$ cat src/rtl/serial_adder.sv
// Bit-serial adder: {c_out, s} = a + b + c_in computed by one full-adder cell over WIDTH clocks.
// Valid/ready handshake on both sides; one operation in flight at a time.
module serial_adder #(
    parameter int unsigned WIDTH = 4
) (
    input  logic             clk,
    input  logic             rst_n,
    input  logic             in_valid,
    output logic             in_ready,
    input  logic [WIDTH-1:0] a,
    input  logic [WIDTH-1:0] b,
    input  logic             c_in,
    output logic             out_valid,
    input  logic             out_ready,
    output logic [WIDTH-1:0] s,
    output logic             c_out
);

    localparam int unsigned CNT_W = $clog2(WIDTH) + 1;
    localparam logic [CNT_W-1:0] LAST_BIT = CNT_W'(WIDTH - 1);

    typedef enum logic [1:0] {
        StIdle,
        StRun,
        StDone
    } state_e;

    state_e             state_q, state_d;
    logic [CNT_W-1:0]   cnt_q, cnt_d;
    logic [WIDTH-1:0]   a_sr_q, a_sr_d;
    logic [WIDTH-1:0]   b_sr_q, b_sr_d;
    logic [WIDTH-1:0]   s_sr_q, s_sr_d;
    logic               carry_q, carry_d;
    logic [WIDTH-1:0]   s_q, s_d;
    logic               c_out_q, c_out_d;
    logic               out_valid_q, out_valid_d;

    logic               sum_bit;
    logic               carry_nxt;
    logic [WIDTH-1:0]   s_shift;

    // Single full-adder cell working on the operand LSBs.
    always_comb begin
        sum_bit   = a_sr_q[0] ^ b_sr_q[0] ^ carry_q;
        carry_nxt = (a_sr_q[0] & b_sr_q[0]) | (a_sr_q[0] & carry_q) | (b_sr_q[0] & carry_q);
        s_shift   = s_sr_q >> 1;
        s_shift[WIDTH-1] = sum_bit;
    end

    always_comb begin
        state_d     = state_q;
        cnt_d       = cnt_q;
        a_sr_d      = a_sr_q;
        b_sr_d      = b_sr_q;
        s_sr_d      = s_sr_q;
        carry_d     = carry_q;
        s_d         = s_q;
        c_out_d     = c_out_q;
        out_valid_d = out_valid_q;

        unique case (state_q)
            StIdle: begin
                if (in_valid) begin
                    a_sr_d  = a;
                    b_sr_d  = b;
                    carry_d = c_in;
                    s_sr_d  = '0;
                    cnt_d   = '0;
                    state_d = StRun;
                end
            end
            StRun: begin
                a_sr_d  = a_sr_q >> 1;
                b_sr_d  = b_sr_q >> 1;
                s_sr_d  = s_shift;
                carry_d = carry_nxt;
                cnt_d   = cnt_q + CNT_W'(1);
                if (cnt_q == LAST_BIT) begin
                    s_d         = s_shift;
                    c_out_d     = carry_nxt;
                    out_valid_d = 1'b1;
                    state_d     = StDone;
                end
            end
            StDone: begin
                if (out_ready) begin
                    out_valid_d = 1'b0;
                    state_d     = StIdle;
                end
            end
            default: begin
                out_valid_d = 1'b0;
                state_d     = StIdle;
            end
        endcase
    end

    always_ff @(posedge clk) begin
        if (!rst_n) begin
            state_q     <= StIdle;
            cnt_q       <= '0;
            a_sr_q      <= '0;
            b_sr_q      <= '0;
            s_sr_q      <= '0;
            carry_q     <= 1'b0;
            s_q         <= '0;
            c_out_q     <= 1'b0;
            out_valid_q <= 1'b0;
        end else begin
            state_q     <= state_d;
            cnt_q       <= cnt_d;
            a_sr_q      <= a_sr_d;
            b_sr_q      <= b_sr_d;
            s_sr_q      <= s_sr_d;
            carry_q     <= carry_d;
            s_q         <= s_d;
            c_out_q     <= c_out_d;
            out_valid_q <= out_valid_d;
        end
    end

    // Ready is gated by reset so nothing is accepted while the block is being cleared.
    assign in_ready  = rst_n && (state_q == StIdle);
    assign out_valid = out_valid_q;
    assign s         = s_q;
    assign c_out     = c_out_q;

endmodule

$ cat config.mk
export PLATFORM = sky130hd
export DESIGN_NAME = serial_adder
export DESIGN_NICKNAME = d
export VERILOG_FILES = /design/src/rtl/serial_adder.sv
export SDC_FILE = /design/constraint.sdc
export NUM_CORES = 1
export LEC_CHECK = 0
export ABC_CLOCK_PERIOD_IN_PS = 2380
export CORE_UTILIZATION = 50
export CTS_CLUSTER_SIZE = 24
export DETAILED_ROUTE_END_ITERATION = 10
export GPL_TIMING_DRIVEN = 0
export HOLD_SLACK_MARGIN = 0.03
export MAX_ROUTING_LAYER = met4
export PLACE_DENSITY_LB_ADDON = 0.12
export SYNTH_ARGS = -nofsm -noshare
export SYNTH_HDL_FRONTEND = slang
export SYNTH_SLANG_ARGS = --single-unit
$ cat constraint.sdc
create_clock -name clk -period 2.38 [get_ports clk]
set_input_delay 0.476 -clock clk [delete_from_list [all_inputs] [get_ports clk]]
set_output_delay 0.476 -clock clk [all_outputs]
set_load 0.01 [all_outputs]
# Yosys cells after proc, flatten, opt, wreduce, memory -nomap -nowiden
# Cells that the tools add are included.
[totals]
ff_bits = 24
[classes]
add_sub_neg = 1
eq_ne = 6
muxes = 17
bitwise = 8
n_reduce_logical = 7
[op_table]
columns = ["cell", "n"]
rows = [
  ["one-hot mux 4 bit (2 select lines)", 3],
  ["two-way mux 4 bit", 3],
  ["two-way mux 2 bit", 3],
  ["!= test 2 bit (second input constant)", 3],
  ["one-hot mux 2 bit (3 select lines)", 1],
  ["one-hot mux 3 bit (2 select lines)", 1],
  ["AND reduction 3 bit", 2],
  ["AND reduction 2 bit", 2],
  ["adder 3 x 1 -> 3 bit (second input constant)", 1],
  ["bitwise AND 1 bit", 3],
  ["equality test 3 x 2 -> 1 bit (second input constant)", 1],
  ["two-way mux 1 bit", 3],
  ["two-way mux 3 bit", 1],
  ["one-hot mux 1 bit (3 select lines)", 1],
  ["equality test 2 x 1 -> 1 bit (second input constant)", 1],
  ["equality test 2 bit (second input constant)", 1],
  ["zero test 2 bit", 1],
  ["bitwise OR 1 bit", 2],
  ["one-hot mux 1 bit (2 select lines)", 1],
  ["nonzero test 2 bit", 1],
  ["XOR 1 bit", 2],
  ["logical AND 1 bit", 1],
  ["inverter 1 bit", 1],
]

# Depth between registers and ports, before layout
# Gate-level depths: netlist of run 1.
[depth]
ltp_word = 4
mapped_depth = 5

# Least setup slack after synthesis of run 1
# Ideal clock, no wire load.
[synth_timing]
path_kind = "register to output"
from = "register state_q[0]"
to = "output port in_ready"
arrival_time_ns = 0.827
slack_ns = 1.077
stages_incl_launch_ff = 4
n_path_buf = 1
cell_sequence = "dfxtp_1 buf_4 clkinv_1 and3_1"
[synth_via]
elab_chain_len = 2
[synth_rtl]
columns = ["element", "line_no", "source"]
rows = [
  ["start, declared", "28", "state_e state_q, state_d;"],
  ["start signal, assigned", "100", "state_q <= StIdle;"],
  ["start signal, assigned", "110", "state_q <= state_d;"],
  ["zero test 2 bit", "123", "assign in_ready = rst_n && (state_q == StIdle);"],
  ["logical AND 1 bit", "123", ""],
  ["end, declared", "9", "output logic in_ready,"],
]
# Every way passes these cells.

# Final worst setup path of run 1
# Same ends and word-level chain as after synthesis.

==> impl_metrics.prom, run 1 <==
# TYPE chip_impl_metric gauge
chip_impl_info{name="run_status",value="finished, final reports clean"} 1
chip_impl_metric{name="crit_path_largest_cell_delay",unit="ns"} 0.47
chip_impl_info{name="hold_path_class",value="flop to flop"} 1
chip_impl_metric{name="io_buffers",unit=""} 19
chip_impl_metric{name="power_leakage",unit="nW"} 0.451
chip_impl_info{name="crit_path_cell_trace",value="buf_4 -> clkinv_1 -> and3_1 -> clkdlybuf4s50_1"} 1
chip_impl_metric{name="cts_buffers",unit=""} 3
chip_impl_metric{name="first_iter_violations",unit=""} 17
chip_impl_metric{name="y_dimension_of_the_die",unit="um"} 47.2
chip_impl_metric{name="drtPass1Iterations",unit=""} 4
chip_impl_metric{name="timing.hold.ws",unit="ns"} 0.471
chip_impl_metric{name="power_switching",unit="W"} 0.000180
chip_impl_metric{name="multi_input_combinational_cell_area",unit="sq um"} 498
chip_impl_metric{name="post_cts_resized",unit=""} 0
chip_impl_metric{name="switching_share",unit="%"} 25.6
chip_impl_info{name="synth.most_common_cell",value="sky130_fd_sc_hd__dfxtp_1"} 1
chip_impl_metric{name="critPathRequiredTime",unit="ns"} 1.90
chip_impl_metric{name="synth.net_count",unit=""} 123
chip_impl_metric{name="cts.reportedPaths.clkPinSlew",unit="ns"} 0.12
chip_impl_metric{name="grt_overflow_total",unit=""} 0
chip_impl_metric{name="antenna_violating_nets_post_route",unit=""} 0
chip_impl_metric{name="power_density",unit="nW/um^2"} 555
chip_impl_metric{name="setup_total_negative_slack",unit="ns"} 0
chip_impl_metric{name="timing.final.hold_violations",unit=""} 0
chip_impl_metric{name="max_slew_violations",unit=""} 0
chip_impl_metric{name="fillers",unit=""} 150
chip_impl_metric{name="netlist_instances",unit=""} 107
chip_impl_metric{name="fin_worst_skew",unit="ns"} 0.00148
chip_impl_metric{name="pwr-share-clk",unit="%"} 25.6
chip_impl_metric{name="die-width",unit="um"} 47.2
chip_impl_metric{name="track_usage",unit="%"} 21.8
chip_impl_metric{name="row_cnt",unit=""} 15
chip_impl_metric{name="antenna_found_initial",unit=""} 0
chip_impl_info{name="endpoint_kind",value="output pin"} 1
chip_impl_metric{name="cts_sinks",unit=""} 23
chip_impl_metric{name="synth_area_per_cell",unit="sq um"} 9.55
chip_impl_info{name="netlist_top_cells_count",value="sky130_fd_sc_hd__dfxtp_1, sky130_fd_sc_hd__nor2b_1, sky130_fd_sc_hd__a21boi_0"} 1
chip_impl_metric{name="ctsLongestPathBuffers",unit=""} 2
chip_impl_metric{name="grt_first_pass_wirelength",unit="um"} 3210
chip_impl_metric{name="viasPerCell",unit=""} 5.53
chip_impl_metric{name="cts_post_setup_buffers_inserted",unit=""} 0
chip_impl_info{name="synth_largest_area_cell",value="sky130_fd_sc_hd__dfxtp_1"} 1
chip_impl_metric{name="timing_worst_slew_pin_value",unit="ns"} 0.397
chip_impl_metric{name="detailed_place.area",unit="sq um"} 1240
chip_impl_info{name="synth_area_leaders",value="sky130_fd_sc_hd__dfxtp_1, sky130_fd_sc_hd__nor2b_1, sky130_fd_sc_hd__a21boi_0"} 1
chip_impl_metric{name="final_number_of_setup_violating_endpoints",unit=""} 0
chip_impl_info{name="tritoncts",value="done"} 1
chip_impl_info{name="worst-setup-path-type",value="flop to output pin"} 1
chip_impl_metric{name="post-route-period-util",unit="%"} 93.1
chip_impl_metric{name="ys_ff_latch",unit=""} 23
chip_impl_metric{name="ir_drop",unit="V"} 0.000361
chip_impl_metric{name="wire_per_inst",unit="um"} 12.5
chip_impl_metric{name="crit_path_max_fanout",unit=""} 10
chip_impl_info{name="postSynth.topFlopCell",value="sky130_fd_sc_hd__dfxtp_1"} 1
chip_impl_metric{name="grt_start_max_net_pins",unit=""} 14
chip_impl_metric{name="finalNetCount",unit=""} 147
chip_impl_metric{name="final_design_area_no_fill",unit="sq um"} 1270
chip_impl_metric{name="boundaryPins",unit=""} 20
chip_impl_metric{name="power_frac_comb",unit="%"} 15.1
chip_impl_metric{name="flow.area_growth_from_synthesis",unit="%"} 24.4
chip_impl_metric{name="drt_drc_violations_left",unit=""} 0
chip_impl_info{name="crit_path_top_delay_cell",value="sky130_fd_sc_hd__clkdlybuf4s50_1"} 1
chip_impl_metric{name="placed_wire_length_estimate_after_detailed_placement",unit="um"} 1440
chip_impl_metric{name="synthesis.area",unit="sq um"} 1020
chip_impl_metric{name="place_congestion",unit=""} 0.771
chip_impl_info{name="startpoint_type",value="flop"} 1
chip_impl_metric{name="finalWorstPathRequiredPeriod",unit="ns"} 2.22
chip_impl_metric{name="vias",unit=""} 857
chip_impl_info{name="grt_setup_unrepaired",value="false"} 1
chip_impl_metric{name="timing.critical_path.arrival",unit="ns"} 1.74
chip_impl_metric{name="async_reset_ff_share",unit="%"} 0
chip_impl_metric{name="start_util",unit="%"} 56.2
chip_impl_metric{name="ys_warnings",unit=""} 0
chip_impl_info{name="cts_root_buf",value="sky130_fd_sc_hd__clkbuf_4"} 1
chip_impl_info{name="cp_top_family",value="buffers and inverters"} 1
chip_impl_metric{name="internal-power",unit="W"} 0.000525
chip_impl_metric{name="cp.buffers_inverters",unit=""} 3
chip_impl_metric{name="synth-edff-count",unit=""} 0
chip_impl_metric{name="seq_power_share",unit="%"} 59.2
chip_impl_metric{name="max_cap_viol_count",unit=""} 0
chip_impl_metric{name="first_global_vias",unit=""} 726
chip_impl_metric{name="timing.slew.headroom",unit="%"} 73.5
chip_impl_metric{name="diodes_inserted",unit=""} 0
chip_impl_metric{name="ratio_of_cells_with_drive_above_1_in_the_final_layout",unit="%"} 7.69
chip_impl_metric{name="cts-htree-levels",unit=""} 1
chip_impl_metric{name="seq_area_frac_synth",unit="%"} 45.0
chip_impl_metric{name="clk-insertion-delay-late",unit="ns"} 0.31
chip_impl_metric{name="synthDistinctLibCells",unit=""} 31
chip_impl_metric{name="fp.dieArea",unit="sq um"} 2230
chip_impl_metric{name="synthDominantCellAreaShare",unit="%"} 45.0
chip_impl_metric{name="max_clock_freq",unit="GHz"} 0.451
chip_impl_metric{name="detail_route.wirelength",unit="um"} 1940
chip_impl_metric{name="area.sequential",unit="sq um"} 460
chip_impl_metric{name="floorplan.core_area",unit="sq um"} 1820
chip_impl_metric{name="ctsHoldBuffers",unit=""} 0
-- layout make-up --
class	count	share of cell area (%)
multi-input combinational	73	39.2
clock inverter	1	0.394
clock buffer	3	1.77
buffer	6	3.54
inverter	5	1.48
timing repair buffer	19	15.0
sequential	23	36.2
tap	25	2.46
-- state kept, by name, indices dropped and copies added (netlist names) --
signal and flops:
cnt_q 3, c_out 1, s 4, out_valid 1, s_sr_q 3, carry_q 1
a_sr_q 4, state_q 2, b_sr_q 4
-- through the flow --
step / utilization [%] / setup WS [ns] / power, W / instances
floorplan: - / 1.08 / 0.000492 / 107
global placement: 68.3 / 0.176 / 0.000529 / 151
detailed placement: 68.3 / 0.192 / 0.000533 / 151
CTS: 69.8 / 0.149 / 0.000715 / 155
global route: 69.8 / 0.0462 / 0.000744 / 155
finish: 69.8 / 0.165 / 0.000705 / 155
-- final timing paths --
check / startpoint / endpoint / depth (start not counted) / slack (ns)
max: state_q[0]$_SDFFE_PN0P_ / in_ready / 4 / 0.16
min: s[2]$_SDFFE_PN0P_ / s[2]$_SDFFE_PN0P_ / 2 / 0.47
max reg2reg: cnt_q[0]$_SDFFE_PN0P_ / s[0]$_SDFFE_PN0P_ / 5 / 1.01
min reg2reg: s[2]$_SDFFE_PN0P_ / s[2]$_SDFFE_PN0P_ / 2 / 0.47
-- kinds of logic after synthesis --
| group | share of synthesized area [%] |
|---|---|
| DFF | 45.0 |
| AOI/OAI and AO/OA | 25.2 |
| muxes | 0.979 |
| and+or+nand+nor | 18.1 |
| adders and majority gates | 4.41 |
| buffers and inverters | 6.24 |
-- cell usage in the layout (no fill, tap or decap), drive strengths merged --
cell	count
o21ai	6
a22oi	6
nor2	1
fa	1
a21boi	7
a221oi	1
clkinv	2
nand3b	1
buf	4
nor3b	1
dfxtp	23
o22ai	4
nand2b	4
a2bb2oi	1
clkdlybuf4s50	19
mux2i	1
a21oi	5
nor3	1
and3	2
o21bai	1
nand2	6
or3b	2
clkbuf	5
ha	2
o221ai	4
o311ai	1
a211oi	1
nand3	5
nor2b	9
inv	4
-- layer usage --
| metal | GRT usage [%] | up-vias | share of wire (%) |
|---|---|---|---|
| met2 | 34.7 | 24 | 46 |
| li1 | - | 437 | - |
| met4 | 12.0 | 0 | 1.6 |
| met3 | 3.46 | 4 | 4.2 |
| met5 | - | - | 0 |
| met1 | 26.0 | 392 | 48 |
-- worst reg2reg max path, cell delays in order, from the launching register on --
cell and delay, ns:
sky130_fd_sc_hd__dfxtp_1 0.37, sky130_fd_sc_hd__ha_1 0.15, sky130_fd_sc_hd__ha_1 0.28, sky130_fd_sc_hd__nand3b_1 0.25, sky130_fd_sc_hd__nand2_1 0.13, sky130_fd_sc_hd__a21boi_0 0.08
-- power by group through the flow --
stage          combinational [W]  sequential [W]  clock [W]
2_1_floorplan          0.0000689        0.000423          0
3_3_place_gp            0.000103        0.000426          0
3_5_place_dp            0.000107        0.000426          0
4_1_cts                 0.000107        0.000418   0.000190
5_1_grt                 0.000120        0.000420   0.000204
6_report                0.000107        0.000418   0.000181
(Power assumes the default switching activity.)
==> inputs of run 2 (changes only) <==
--- a/config.mk
+++ b/config.mk
@@ -6,7 +6,7 @@
 export NUM_CORES = 1
 export LEC_CHECK = 0
 export ABC_CLOCK_PERIOD_IN_PS = 2380
-export CORE_UTILIZATION = 50
+export CORE_UTILIZATION = 53
 export CTS_CLUSTER_SIZE = 24
 export DETAILED_ROUTE_END_ITERATION = 10
 export GPL_TIMING_DRIVEN = 0
==> run 2 against run 1 <==
  * Register-to-register slack improved by 0.02 ns
  * Die area decreased by 5.4%
  * Worst hold slack about the same
  * Clock skew is 0.0084 ns higher
  * Routed wire length up 7.8%
  * Clock power fell by 4%
  * Power is 0.64% lower
  * First-iteration DRC count rose to 2.7 times the previous value
  * Critical endpoint unchanged
  * Highest routed layer unchanged
==> impl_metrics.prom, run 2 (synthesis results as in run 1) <==
# TYPE chip_impl_metric gauge
chip_impl_info{name="run_status",value="finished, final reports clean"} 1
chip_impl_metric{name="first_iter_violations",unit=""} 46
chip_impl_metric{name="drtPass1Iterations",unit=""} 4
chip_impl_metric{name="start_util",unit="%"} 57.9
chip_impl_metric{name="max_slew_violations",unit=""} 0
chip_impl_metric{name="cts_buffers",unit=""} 3
chip_impl_metric{name="power_leakage",unit="nW"} 0.449
chip_impl_info{name="startpoint_type",value="input port"} 1
chip_impl_info{name="tritoncts",value="done"} 1
chip_impl_metric{name="viasPerCell",unit=""} 5.64
chip_impl_metric{name="diodes_inserted",unit=""} 0
chip_impl_metric{name="placed_wire_length_estimate_after_detailed_placement",unit="um"} 1620
chip_impl_metric{name="floorplan.core_area",unit="sq um"} 1760
chip_impl_metric{name="grt_start_max_net_pins",unit=""} 13
chip_impl_metric{name="drt_drc_violations_left",unit=""} 0
chip_impl_metric{name="ctsLongestPathBuffers",unit=""} 2
chip_impl_info{name="grt_setup_unrepaired",value="false"} 1
chip_impl_metric{name="io_buffers",unit=""} 19
chip_impl_metric{name="timing.hold.ws",unit="ns"} 0.472
chip_impl_metric{name="critPathRequiredTime",unit="ns"} 1.90
chip_impl_metric{name="dp_worst_setup_slack",unit="ns"} 0.169
chip_impl_info{name="worst-setup-path-type",value="input port to output pin"} 1
chip_impl_metric{name="die-width",unit="um"} 45.9
chip_impl_metric{name="antenna_found_initial",unit=""} 0
chip_impl_metric{name="fillers",unit=""} 157
chip_impl_metric{name="multi_input_combinational_cell_area",unit="sq um"} 498
chip_impl_metric{name="crit_path_largest_cell_delay",unit="ns"} 0.57
chip_impl_info{name="hold_path_class",value="flop to flop"} 1
chip_impl_metric{name="reg2reg_slack",unit="ns"} 1.03
chip_impl_metric{name="max_clock_freq",unit="GHz"} 0.447
chip_impl_metric{name="max_cap_viol_count",unit=""} 0
chip_impl_metric{name="totalPowerFinal",unit="W"} 0.000701
chip_impl_info{name="cpMostUsedCell",value="sky130_fd_sc_hd__clkdlybuf4s50_1"} 1
chip_impl_info{name="cp_top_family",value="buffers and inverters"} 1
chip_impl_metric{name="crit_path_max_fanout",unit=""} 6
chip_impl_info{name="cts_root_buf",value="sky130_fd_sc_hd__clkbuf_4"} 1
chip_impl_metric{name="place_congestion",unit=""} 0.756
chip_impl_metric{name="post_cts_resized",unit=""} 0
chip_impl_info{name="endpoint_kind",value="output pin"} 1
chip_impl_info{name="layout_commonest_cell",value="sky130_fd_sc_hd__dfxtp_1"} 1
chip_impl_metric{name="track_usage",unit="%"} 24.2
chip_impl_metric{name="timing.critical_path.arrival",unit="ns"} 1.76
chip_impl_metric{name="flow.area_growth_from_synthesis",unit="%"} 24.2
chip_impl_metric{name="post-route-period-util",unit="%"} 93.9
chip_impl_metric{name="clk-insertion-delay-late",unit="ns"} 0.30
chip_impl_metric{name="grt_overflow_total",unit=""} 0
chip_impl_info{name="mostFrequentLayoutCells",value="sky130_fd_sc_hd__dfxtp_1, sky130_fd_sc_hd__clkdlybuf4s50_1, sky130_fd_sc_hd__nor2b_1"} 1
chip_impl_metric{name="row_cnt",unit=""} 15
chip_impl_metric{name="detailed_place.area",unit="sq um"} 1240
chip_impl_metric{name="wire_per_inst",unit="um"} 13.5
chip_impl_metric{name="final_number_of_setup_violating_endpoints",unit=""} 0
chip_impl_metric{name="cp.buffers_inverters",unit=""} 2
chip_impl_metric{name="fin_worst_skew",unit="ns"} 0.00989
chip_impl_info{name="crit_path_top_delay_cell",value="sky130_fd_sc_hd__clkdlybuf4s50_1"} 1
chip_impl_metric{name="finalWorstPathRequiredPeriod",unit="ns"} 2.24
chip_impl_metric{name="antenna_violating_nets_post_route",unit=""} 0
chip_impl_metric{name="cts.reportedPaths.clkPinSlew",unit="ns"} 0.11
chip_impl_metric{name="finalNetCount",unit=""} 147
chip_impl_metric{name="grt_first_pass_wirelength",unit="um"} 3440
chip_impl_metric{name="ctsHoldBuffers",unit=""} 0
chip_impl_metric{name="timing.final.hold_violations",unit=""} 0
chip_impl_metric{name="boundaryPins",unit=""} 20
chip_impl_metric{name="timing.final.ws_setup",unit="ns"} 0.144
chip_impl_metric{name="power_density",unit="nW/um^2"} 552
chip_impl_metric{name="detail_route.wirelength",unit="um"} 2090
chip_impl_metric{name="timing.slew.headroom",unit="%"} 72.4
chip_impl_metric{name="cts-htree-levels",unit=""} 1
chip_impl_metric{name="vias",unit=""} 874
chip_impl_metric{name="ir_drop",unit="V"} 0.000340
chip_impl_metric{name="y_dimension_of_the_die",unit="um"} 45.9
chip_impl_metric{name="area.sequential",unit="sq um"} 460
chip_impl_metric{name="setup_total_negative_slack",unit="ns"} 0
chip_impl_metric{name="cts_sinks",unit=""} 23
chip_impl_metric{name="ratio_of_cells_with_drive_above_1_in_the_final_layout",unit="%"} 6.92
chip_impl_metric{name="fp.dieArea",unit="sq um"} 2110
chip_impl_metric{name="final_design_area_no_fill",unit="sq um"} 1270
chip_impl_metric{name="cts_post_setup_buffers_inserted",unit=""} 0
chip_impl_info{name="crit_path_cell_trace",value="clkdlybuf4s50_1 -> and3_1 -> clkdlybuf4s50_1"} 1
chip_impl_metric{name="timing_worst_slew_pin_value",unit="ns"} 0.413
chip_impl_metric{name="first_global_vias",unit=""} 823
-- run 2: changes by cell type in the layout (fill, tap and decap cells not counted) --
cell / before / now
sky130_fd_sc_hd__clkbuf_1: 2 / 3
sky130_fd_sc_hd__clkinv_2: 1 / 0
-- run 2: final timing paths --
path,startpoint,to,depth (start not counted)
worst max register to register,cnt_q[0]$_SDFFE_PN0P_,s[3]$_SDFFE_PN0P_,5
worst max-delay path,rst_n,in_ready,3
worst min-delay path,s[2]$_SDFFE_PN0P_,s[2]$_SDFFE_PN0P_,2
worst min register to register,s[2]$_SDFFE_PN0P_,s[2]$_SDFFE_PN0P_,2
-- run 2: where the power goes --
group          internal, W  switching, W
Clock            0.0000653      0.000108
Combinational    0.0000578     0.0000517
Sequential        0.000404     0.0000141
Total             0.000527      0.000174
-- run 2: final cells by class --
class,instances,share of cell area [%]
Buffer,6,3.55
Clock buffer,4,2.07
Inverter,5,1.48
Multi-Input combinational cell,73,39.2
Sequential cell,23,36.3
Tap cell,25,2.46
Timing Repair Buffer,19,15.0
-- run 2: tightest hold or removal path: stages (launching register included) --
cell and delay (ns):
sky130_fd_sc_hd__dfxtp_1 0.33, sky130_fd_sc_hd__nand2_1 0.05, sky130_fd_sc_hd__a21boi_0 0.06
-- run 2: per-layer routing --
layer,routed length (um),vias to the layer above,share of wire (%),track usage [%]
met5,0,-,0,-
met4,30,0,1.4,12.4
met3,52,4,2.5,2.78
met2,1080,19,52,40.3
met1,927,418,44,28.3
li1,-,433,-,-
-- run 2: stage by stage --
stage,cells,util (%)
global placement,151,70.5
CTS,155,72.0
global route,155,72.0
floorplan,107,-
detailed placement,151,70.5
finish,155,72.0
